--- config.mk ---
export PLATFORM = sky130hd
export DESIGN_NAME = apb_initiator
export DESIGN_NICKNAME = d
export VERILOG_FILES = /design/src/rtl/apb_initiator_pkg.sv /design/src/rtl/apb_initiator_wdog.sv /design/src/rtl/apb_initiator.sv
export SDC_FILE = /design/constraint.sdc
export NUM_CORES = 1
export LEC_CHECK = 0
export CAP_MARGIN = 20
export CORE_MARGIN = 8
export CORE_UTILIZATION = 43
export CTS_CLUSTER_SIZE = 24
export DETAILED_ROUTE_END_ITERATION = 12
export PLACE_DENSITY_LB_ADDON = 0.2
export SYNTH_ARGS = -nofsm -noshare
export SYNTH_HDL_FRONTEND = slang
export SYNTH_SLANG_ARGS = --single-unit
--- constraint.sdc ---
create_clock -name PCLK -period 8.6 [get_ports PCLK]
set_clock_uncertainty 0.2 [all_clocks]
set_input_delay 1.72 -clock PCLK [delete_from_list [all_inputs] [get_ports PCLK]]
set_output_delay 1.72 -clock PCLK [all_outputs]
set_load 0.005 [all_outputs]
--- src/rtl/apb_initiator_pkg.sv ---
// -----------------------------------------------------------------------------
// apb_initiator_pkg
//   Shared definitions for the APB3 initiator: FSM state encoding and width.
//   Imported by apb_initiator and apb_initiator_wdog.
// -----------------------------------------------------------------------------
package apb_initiator_pkg;

    localparam int STATE_W = 2;

    typedef enum logic [STATE_W-1:0] {
        IDLE   = 2'd0,
        SETUP  = 2'd1,
        ACCESS = 2'd2,
        RESP   = 2'd3
    } state_e;

endpackage : apb_initiator_pkg

--- src/rtl/apb_initiator_wdog.sv ---
// -----------------------------------------------------------------------------
// apb_initiator_wdog
//   Wait-state watchdog for the APB initiator ACCESS phase. Only instantiated
//   when APB_INITIATOR_TIMEOUT_EN is defined.
//
// Ports
//   clk          in   clock, rising edge
//   rst          in   asynchronous active-high reset
//   start        in   pulse in the cycle before ACCESS is entered; clears count
//   access_wait  in   ACCESS cycle with PREADY low
//   expired      out  this waiting cycle is the TIMEOUT_CYCLES-th one
// -----------------------------------------------------------------------------
module apb_initiator_wdog
    import apb_initiator_pkg::*;
#(
    parameter int TIMEOUT_CYCLES = 255
) (
    input  logic clk,
    input  logic rst,
    input  logic start,
    input  logic access_wait,
    output logic expired
);

    localparam int CNT_W = $clog2(TIMEOUT_CYCLES + 1);
    localparam logic [CNT_W-1:0] CNT_MAX  = CNT_W'(TIMEOUT_CYCLES);
    localparam logic [CNT_W-1:0] CNT_LAST = CNT_W'(TIMEOUT_CYCLES - 1);

    logic [CNT_W-1:0] count_q;
    logic [CNT_W-1:0] count_d;

    always_comb begin
        count_d = count_q;
        if (start) begin
            count_d = '0;
        end else if (access_wait && (count_q != CNT_MAX)) begin
            count_d = count_q + 1'b1;
        end
    end

    always_ff @(posedge clk or posedge rst) begin
        if (rst) begin
            count_q <= '0;
        end else begin
            count_q <= count_d;
        end
    end

    // count_q holds the number of waiting cycles already completed, so the
    // cycle that would make the count reach TIMEOUT_CYCLES is the expiring one.
    // A PREADY in that cycle drops access_wait and therefore wins.
    assign expired = access_wait && (count_q == CNT_LAST);

endmodule : apb_initiator_wdog

--- src/rtl/apb_initiator.sv ---
// -----------------------------------------------------------------------------
// apb_initiator
//   Single-outstanding APB3 initiator. Accepts commands on a valid/ready
//   stream, runs one SETUP/ACCESS transfer at a time and returns read data and
//   error status on a valid/ready response stream.
//
// Optional feature macro: APB_INITIATOR_TIMEOUT_EN
//   defined   : ACCESS aborts after TIMEOUT_CYCLES cycles without PREADY and
//               returns rsp_err=1, rsp_timeout=1, rsp_rdata=0.
//   undefined : ACCESS waits indefinitely, rsp_timeout is constant 0.
//
// Ports
//   PCLK, PRESET                  clock / asynchronous active-high reset
//   cmd_valid/ready               command handshake (cmd_ready combinational)
//   cmd_write, cmd_addr, cmd_wdata command fields
//   rsp_valid/ready               response handshake
//   rsp_rdata, rsp_err, rsp_timeout response fields (registered)
//   PSEL, PENABLE, PWRITE, PADDR, PWDATA  APB requester outputs (registered)
//   PRDATA, PREADY, PSLVERR       APB completer inputs
// -----------------------------------------------------------------------------
module apb_initiator
    import apb_initiator_pkg::*;
#(
    parameter int ADDR_WIDTH     = 8,
    parameter int DATA_WIDTH     = 32,
    parameter int TIMEOUT_CYCLES = 255
) (
    input  logic                  PCLK,
    input  logic                  PRESET,
    input  logic                  cmd_valid,
    output logic                  cmd_ready,
    input  logic                  cmd_write,
    input  logic [ADDR_WIDTH-1:0] cmd_addr,
    input  logic [DATA_WIDTH-1:0] cmd_wdata,
    output logic                  rsp_valid,
    input  logic                  rsp_ready,
    output logic [DATA_WIDTH-1:0] rsp_rdata,
    output logic                  rsp_err,
    output logic                  rsp_timeout,
    output logic                  PSEL,
    output logic                  PENABLE,
    output logic                  PWRITE,
    output logic [ADDR_WIDTH-1:0] PADDR,
    output logic [DATA_WIDTH-1:0] PWDATA,
    input  logic [DATA_WIDTH-1:0] PRDATA,
    input  logic                  PREADY,
    input  logic                  PSLVERR
);

    if (TIMEOUT_CYCLES < 1) begin : g_bad_timeout
        $error("apb_initiator: TIMEOUT_CYCLES must be at least 1");
    end

    state_e                state_q, state_d;
    logic                  psel_q, psel_d;
    logic                  penable_q, penable_d;
    logic                  pwrite_q, pwrite_d;
    logic [ADDR_WIDTH-1:0] paddr_q, paddr_d;
    logic [DATA_WIDTH-1:0] pwdata_q, pwdata_d;
    logic                  rsp_valid_q, rsp_valid_d;
    logic [DATA_WIDTH-1:0] rsp_rdata_q, rsp_rdata_d;
    logic                  rsp_err_q, rsp_err_d;
    logic                  rsp_timeout_q, rsp_timeout_d;
    logic                  accept;
    logic                  wd_expired;

`ifdef APB_INITIATOR_TIMEOUT_EN
    apb_initiator_wdog #(
        .TIMEOUT_CYCLES (TIMEOUT_CYCLES)
    ) u_wdog (
        .clk         (PCLK),
        .rst         (PRESET),
        .start       (state_q == SETUP),
        .access_wait ((state_q == ACCESS) && !PREADY),
        .expired     (wd_expired)
    );
`else
    assign wd_expired = 1'b0;
`endif

    // A new command can be taken while the previous response is being
    // consumed, which is what gives the 3-cycle back-to-back cadence.
    assign cmd_ready = (state_q == IDLE) || ((state_q == RESP) && rsp_ready);
    assign accept    = cmd_valid && cmd_ready;

    always_comb begin
        state_d       = state_q;
        pwrite_d      = pwrite_q;
        paddr_d       = paddr_q;
        pwdata_d      = pwdata_q;
        rsp_rdata_d   = rsp_rdata_q;
        rsp_err_d     = rsp_err_q;
        rsp_timeout_d = rsp_timeout_q;

        case (state_q)
            IDLE: begin
                if (accept) begin
                    pwrite_d = cmd_write;
                    paddr_d  = cmd_addr;
                    pwdata_d = cmd_wdata;
                    state_d  = SETUP;
                end
            end
            SETUP: begin
                state_d = ACCESS;
            end
            ACCESS: begin
                if (PREADY) begin
                    rsp_err_d     = PSLVERR;
                    rsp_rdata_d   = pwrite_q ? '0 : PRDATA;
                    rsp_timeout_d = 1'b0;
                    state_d       = RESP;
                end else if (wd_expired) begin
                    rsp_err_d     = 1'b1;
                    rsp_rdata_d   = '0;
                    rsp_timeout_d = 1'b1;
                    state_d       = RESP;
                end
            end
            RESP: begin
                if (rsp_ready) begin
                    if (accept) begin
                        pwrite_d = cmd_write;
                        paddr_d  = cmd_addr;
                        pwdata_d = cmd_wdata;
                        state_d  = SETUP;
                    end else begin
                        state_d  = IDLE;
                    end
                end
            end
            default: begin
                state_d = IDLE;
            end
        endcase

        // Control outputs are registered versions of the next-state decode so
        // they line up with the state they describe.
        psel_d      = (state_d == SETUP) || (state_d == ACCESS);
        penable_d   = (state_d == ACCESS);
        rsp_valid_d = (state_d == RESP);
    end

    always_ff @(posedge PCLK or posedge PRESET) begin
        if (PRESET) begin
            state_q       <= IDLE;
            psel_q        <= 1'b0;
            penable_q     <= 1'b0;
            pwrite_q      <= 1'b0;
            paddr_q       <= '0;
            pwdata_q      <= '0;
            rsp_valid_q   <= 1'b0;
            rsp_rdata_q   <= '0;
            rsp_err_q     <= 1'b0;
            rsp_timeout_q <= 1'b0;
        end else begin
            state_q       <= state_d;
            psel_q        <= psel_d;
            penable_q     <= penable_d;
            pwrite_q      <= pwrite_d;
            paddr_q       <= paddr_d;
            pwdata_q      <= pwdata_d;
            rsp_valid_q   <= rsp_valid_d;
            rsp_rdata_q   <= rsp_rdata_d;
            rsp_err_q     <= rsp_err_d;
            rsp_timeout_q <= rsp_timeout_d;
        end
    end

    assign PSEL      = psel_q;
    assign PENABLE   = penable_q;
    assign PWRITE    = pwrite_q;
    assign PADDR     = paddr_q;
    assign PWDATA    = pwdata_q;
    assign rsp_valid = rsp_valid_q;
    assign rsp_rdata = rsp_rdata_q;
    assign rsp_err   = rsp_err_q;

`ifdef APB_INITIATOR_TIMEOUT_EN
    assign rsp_timeout = rsp_timeout_q;
`else
    // Without the watchdog the flop only ever holds 0; drive the port as a
    // constant so the output is trivially 0.
    logic unused_timeout;
    assign unused_timeout = rsp_timeout_q;
    assign rsp_timeout    = 1'b0;
`endif

endmodule : apb_initiator

==> results summary, run 1 <==
Setup violations remaining at the end of the flow were counted as 0. The sum of negative setup slack is 0 ns. The post-route fraction of the period consumed by the critical path is 0.577. 0 antenna diodes ended up in the layout. The share of the synthesized area in the top cell type is 0.628.

Data on the critical path arrives at its endpoint at a little over 3 ns. The number of antenna violations at the first check in global routing is 0. Setup repair after global routing left no endpoint under its margin. The most instantiated library cell after synthesis is sky130_fd_sc_hd__dfrtp_1. The hold violation count in the final report is 0. The overall power after layout came out at 0.00170 W. The number of clock buffers inserted by TritonCTS came out at 9.

The first-pass GRT wire length is about 13000 um. The number of DRC violations after detailed routing is 0. Summing every instance area after synthesis gives ~3100 um^2.

The wire length reported by the detailed router came out at between 8000 and 9000 um. The gate count after technology mapping is approximately 250. The average instance area after synthesis came out at 12.6 um^2.

Counting instances in the post-synthesis netlist gives the leading cell types as sky130_fd_sc_hd__dfrtp_1, sky130_fd_sc_hd__mux2_1, sky130_fd_sc_hd__nand2b_1, sky130_fd_sc_hd__nand2_1, sky130_fd_sc_hd__o21ai_1. The clock transition time at the flip-flop clock pins of the worst setup and hold paths came out at about 0.070 ns. The number of buffers on the longest clock path is 2.

The overall track demand over capacity in global routing is 0.162. CTS placed an instance of sky130_fd_sc_hd__clkbuf_8 at the clock tree root. The aggregate global routing overflow is 0. The violation count after the first detailed-routing iteration came out at 46. In this run the power density over the cells is 340 nW/um^2.

The worst setup path is launched from an input port. IR analysis of the VDD net gives a maximum drop of around 0.15 mV. The number of max-capacitance violations reported is 0.

The sum of net half-perimeters after detailed placement is between 6000 and 7000 um. In the post-synthesis netlist, the biggest area contributors are sky130_fd_sc_hd__dfrtp_1, sky130_fd_sc_hd__mux2_1, sky130_fd_sc_hd__nand2b_1. Clock tree synthesis found a total of a little under 80 sinks. The flow ran to the end, and the final reports show no timing, DRC or antenna violations. In this run the number of H-tree levels came out at 3. The number of warnings issued by yosys came out at 0.

Synthesis inferred a little under 80 register bits. The vertical die dimension is ~100 um. At the worst endpoint, the required time is between 6 and 7 ns.

The initial cell density of the core came out at 0.439. The number of flops mapped to enable cells by yosys came out at 0. The core outline area is between 7000 and 8000 um^2. By startpoint and endpoint, the worst setup path is classified as input port to output pin.

TritonCTS built the clock tree. In this run the core area contains 31 standard-cell rows. The buffers inserted during post-CTS setup optimization is 0.

In this run the static leakage power is between 2 and 2.5 nW. Counting distinct cell types in the post-synthesis netlist gives 20. The number of I/O port buffers came out at 156.

The floorplan step set the die width to approximately 100 um. The share of layout cells above drive strength 1 is 0.0515. The count of pins on the block boundary is around 160. The detailed-route via count is between 2000 and 2500. The final number of max-transition violations is 0. The via count of the first global-routing pass came out at around 2500. The per-cell routed wire length is roughly 17 um. The proportion of synthesized flip-flops having asynchronous set or reset is 1.00. The number of hold buffers added after CTS was 0. The final weighted congestion of routability-driven global placement is 0.743. The library cell occupying the most area in the post-synthesis netlist is sky130_fd_sc_hd__dfrtp_1. The transition time at the pin with the least slew margin came out at between 0.8 and 0.9 ns. The count of nets left with antenna violations once routing finished came out at 0. Entering global routing, the biggest net connects 80 pins. The number of nets in the synthesized netlist is about 330. In this run the worst path has a maximum fanout of 3. The per-cell via count in the routed design is approximately 4.6. The final layout contains 484 nets. Relative to the synthesized area, the layout overhead comes to 58.5%. The die covers between 10000 and 15000 um^2. STA classifies the critical path endpoint as an output pin. The type of the tightest min-delay check is flop to flop. The insertion delay of the later-clocked pin in the worst-skew pair is approximately 0.34 ns. The count of TritonRoute iterations in the first routing pass came out at 4. The most used flip-flop cell after synthesis is sky130_fd_sc_hd__dfrtp_1. Derived from the worst setup path, the maximum achievable clock frequency is slightly above 200 MHz. Subtracting the final worst setup slack from the clock period gives 4.96 ns.

The number of gates resized after cts came out at 0. Of the synthesized area, sequential elements account for 0.628. Measured against its own limit, the worst slew margin works out to 0.458.
[layout by cell type, fill, tap and decap left out]
master	instances
sky130_fd_sc_hd__nand2b_1	34
sky130_fd_sc_hd__inv_1	4
sky130_fd_sc_hd__mux2i_1	1
sky130_fd_sc_hd__buf_4	2
sky130_fd_sc_hd__clkbuf_8	9
sky130_fd_sc_hd__and2_1	2
sky130_fd_sc_hd__nand3_4	1
sky130_fd_sc_hd__nand3b_1	1
sky130_fd_sc_hd__o221ai_1	1
sky130_fd_sc_hd__ha_1	1
sky130_fd_sc_hd__bufinv_16	2
sky130_fd_sc_hd__o21ai_1	24
sky130_fd_sc_hd__clkinv_4	1
sky130_fd_sc_hd__o21ai_0	8
sky130_fd_sc_hd__dfrtp_1	79
sky130_fd_sc_hd__clkinvlp_4	1
sky130_fd_sc_hd__a21bo_2	1
sky130_fd_sc_hd__buf_16	1
sky130_fd_sc_hd__clkdlybuf4s50_1	156
sky130_fd_sc_hd__conb_1	1
sky130_fd_sc_hd__nand2_1	32
sky130_fd_sc_hd__clkinv_2	3
sky130_fd_sc_hd__mux2_1	42
sky130_fd_sc_hd__a21boi_0	1
[where the power goes]
| group | switching (W) | leakage (nW) | internal (W) | total (W) |
|---|---|---|---|---|
| registers | 0.000110 | 0.970 | 0.000554 | 0.000664 |
| clock network | 0.000134 | 0.105 | 0.000161 | 0.000296 |
| logic | 0.000260 | 1.04 | 0.000479 | 0.000739 |
| total | 0.000504 | 2.11 | 0.00119 | 0.00170 |
[flip-flops by register name, summed over array words and instances (netlist names)]
name and count:
rsp_valid 1, rsp_err 1, rsp_rdata 32, state_q 2
PADDR 8, PWRITE 1, PSEL 1, PENABLE 1
PWDATA 32
[cells by family (layout without fill, tap and decap cells)]
kind of cell,count (synthesis),count (layout),share of synthesized area
buf+inv,20,179,0.0369
simple gates,70,70,0.118
compound gates,35,35,0.0592
fa+ha+maj,1,1,0.00397
flops,79,79,0.628
mux,43,43,0.153
other cells,1,1,0.00119
[metrics by stage]
stage                     hold WS (ns)  worst slack (ns)  cells   util  cell area (um^2)
after global routing             0.312              3.56    507  0.696              4990
final                            0.281              3.64    507  0.696              4990
after global placement           0.260              3.65    491  0.662              4750
after CTS                        0.287              3.63    506  0.692              4960
after detailed placement         0.269              3.63    491  0.662              4750
after floorplan                  0.273              4.61    249      -              3150
[worst max-delay path, stage by stage]
cell                              delay, ns
sky130_fd_sc_hd__clkdlybuf4s50_1       0.50
sky130_fd_sc_hd__a21bo_2               0.17
sky130_fd_sc_hd__and2_1                0.15
sky130_fd_sc_hd__clkdlybuf4s50_1       0.50
[final cells by class]
type	count	area [um^2]
Fill cell	558	2180
Sequential cell	79	1980
Timing Repair Buffer	159	1600
Multi-Input combinational cell	150	1060
Clock buffer	9	124
Tap cell	99	124
Clock inverter	6	86.3
Inverter	5	20.0
[routing by layer]
metal  wire length [um]  track usage
met5                  0            0
met4                135       0.0676
met3                689       0.0605
met2               4290        0.273
met1               3310        0.178
[worst paths after layout]
check | startpoint | to | slack (ns) | depth (start not counted)
min in group asynchronous | PRESET | PADDR[2]$_DFFE_PP0P_ | 1.50 | 3
max in group asynchronous | PRESET | rsp_rdata[27]$_DFFE_PP0P_ | 6.12 | 4
setup / recovery | rsp_ready | cmd_ready | 3.64 | 4
hold reg to reg | rsp_rdata[28]$_DFFE_PP0P_ | rsp_rdata[28]$_DFFE_PP0P_ | 0.28 | 2
hold / removal | rsp_rdata[28]$_DFFE_PP0P_ | rsp_rdata[28]$_DFFE_PP0P_ | 0.28 | 2
setup reg to reg | state_q[1]$_DFF_PP0_ | PADDR[2]$_DFFE_PP0P_ | 6.60 | 3
Power figures use the tool's default switching activity.
==> run 2: changes to the inputs <==
CORE_UTILIZATION = 40   (was 43)
clock period = 4.6 ns   (was 8.6 ns; I/O delays follow)
==> results summary, run 2 (synthesized netlist as in run 1, its figures left out) <==
The H-tree generated during clock tree synthesis spans 3 levels. The post-synthesis to final-layout area growth is 57.8%. The first-pass GRT wire length came out at roughly 14000 um. For this block, the initial DRC count from the detailed router was 57. In the routed design, unresolved DRC markers number 0.

The antenna violation net count after detailed routing came out at 0. Setup repair after global routing left no endpoint under its margin. In this run the power density over the cells is roughly 640 nW/um^2. The number of I/O port buffers is 156.

The aggregate global routing overflow is 0. STA classifies the critical path startpoint as an input port. Leaving out fill and tap cells, the most frequent cells in the layout are sky130_fd_sc_hd__clkdlybuf4s50_1, sky130_fd_sc_hd__dfrtp_1, sky130_fd_sc_hd__mux2_1. The initial cell density of the core came out at 0.410. The per-cell via count in the routed design came out at roughly 4.6. Clock tree synthesis found a total of 79 sinks. The clock transition time at the flip-flop clock pins of the worst setup and hold paths is 0.07 ns.

TritonCTS built the clock tree. The floorplan step defined a die boundary enclosing ~11000 um^2. For this run, the number of standard cells in the final layout without fillers is a little over 500. The insertion delay of the later-clocked pin in the worst-skew pair came out at approximately 0.33 ns.

The floorplan die width came out at between 100 and 150 um. The number of cells in the design after placement came out at just under 500. The maximum vdd ir drop came out at approximately 0.39 mV. roughly 160 I/O pins were placed. The required time of the critical path is 3.48 ns. Summed over all failing endpoints, the final setup total negative slack is 0 ns. In this run the worst path has a maximum fanout of 3. The number of buffers on the longest clock path came out at 2. STA classifies the critical path endpoint as an output pin. The count of TritonRoute iterations in the first routing pass is 4. The detailed-route via count is ~2300. The number of gates resized after CTS was 0. The kind of cell with the highest combined delay along the critical path is buffers and inverters.

The maximum number of pins on one net before global-route repair is 66. The sum of net half-perimeters after detailed placement is 6220 um. In the final layout, the share of cells above drive strength 1 is 0.0466. The number of antenna violations at the first check in global routing is 0. The total area inside the core boundary comes to between 7000 and 8000 um^2. The critical path class is input port to output pin.

0 antenna diodes ended up in the layout. The overall power after layout came out at around 0.0032 W. The overall track demand over capacity in global routing is 0.153. Derived from the worst setup path, the maximum achievable clock frequency is approximately 300 MHz.

The critical-path cell with the highest stage delay is sky130_fd_sc_hd__clkdlybuf4s50_1. Summed over all cells, the static leakage comes to between 2 and 2.5 nW. The min-delay analysis places its worst path in the category flop to flop. The data arrival time of the worst path is 2.23 ns. The number of clock buffers inserted by TritonCTS came out at 9.

The die is ~100 um tall. The critical path goes through clkdlybuf4s50_1 > a21bo_2 > and2_1 > clkdlybuf4s50_1. The hold violation count in the final report is 0. In this run the clock root is driven by a sky130_fd_sc_hd__clkbuf_8. The per-cell routed wire length is 16.0 um. The post-route fraction of the period consumed by the critical path came out at 0.729.

The final layout contains 483 nets. The final number of setup-violating endpoints came out at 0. The site row count is 32.

The run finished with clean final reports. The tool flagged a number of max-cap violations equal to 0. Leaving out fill and tap cells, the most frequent cell in the layout is sky130_fd_sc_hd__clkdlybuf4s50_1. The critical path contains buffers and inverters numbering 2 combined.

The via count of the first global-routing pass is around 2600. The wire length reported by the detailed router is a little over 8000 um. Post-CTS timing repair inserted 0 buffers for setup.

The most numerous cell type found on the critical path is sky130_fd_sc_hd__clkdlybuf4s50_1. The final number of max-transition violations came to 0. The smallest clock period supported by the final layout is computed as about 3.4 ns. The worst relative slew slack is 0.462. The final weighted congestion of routability-driven global placement is about 0.71. The number of hold buffers added after CTS came out at 0. The transition time at the pin with the least slew margin is ~0.81 ns. The largest stage delay on the critical path came out at about 0.51 ns.
run 2: cell types whose count changed in the layout (fill, tap and decap cells not counted), sizes merged:
cell      previous run  this run
clkbuf               9        11
buf                  3         2
clkinvlp             1         0
run 2: path summary, 6_finish.rpt:
check	end	slack (ns)	startpoint	cells after the start
max	cmd_ready	1.25	rsp_ready	4
max reg2reg	PWDATA[1]$_DFFE_PP0P_	2.63	state_q[1]$_DFF_PP0_	3
min	rsp_rdata[25]$_DFFE_PP0P_	0.28	rsp_rdata[25]$_DFFE_PP0P_	2
min in group asynchronous	rsp_rdata[5]$_DFFE_PP0P_	0.81	PRESET	2
max in group asynchronous	PWDATA[3]$_DFFE_PP0P_	2.44	PRESET	3
min reg2reg	rsp_rdata[25]$_DFFE_PP0P_	0.28	rsp_rdata[25]$_DFFE_PP0P_	2
run 2: stage by stage:
stage          cell area, um^2  setup slack, ns  utilization  hold slack, ns
2_1_floorplan             3150             1.46            -           0.273
3_3_place_gp              4760             1.24        0.619           0.262
3_5_place_dp              4760             1.24        0.619           0.270
4_1_cts                   4970             1.23        0.647           0.287
5_1_grt                   4970             1.16        0.647           0.300
6_report                  4970             1.25        0.647           0.285
run 2: layer usage:
layer,GRT usage,wire (um),vias up
li1,-,-,1128
met1,0.164,3200,1120
met2,0.267,4210,80
met3,0.0528,577,11
met4,0.0652,172,0
met5,0,0,-
run 2: layout make-up:
| cell class | instances | area, um^2 |
|---|---|---|
| Clock buffer | 11 | 131 |
| Fill cell | 638 | 2720 |
| Sequential cell | 79 | 1980 |
| Tap cell | 102 | 128 |
| Inverter | 5 | 20.0 |
| Clock inverter | 5 | 82.6 |
| Multi-Input combinational cell | 150 | 1060 |
| Timing Repair Buffer | 158 | 1580 |
run 2: worst min-delay path, delay by kind of cell (launching register included):
kind | cells | cell delay (ns)
compound gates | 1 | 0.06
simple gates | 1 | 0.05
flops | 1 | 0.35
run 2: report_power, final:
group          switching (W)  internal, W
Sequential          0.000199      0.00104
Combinational       0.000477     0.000893
Clock               0.000246     0.000308
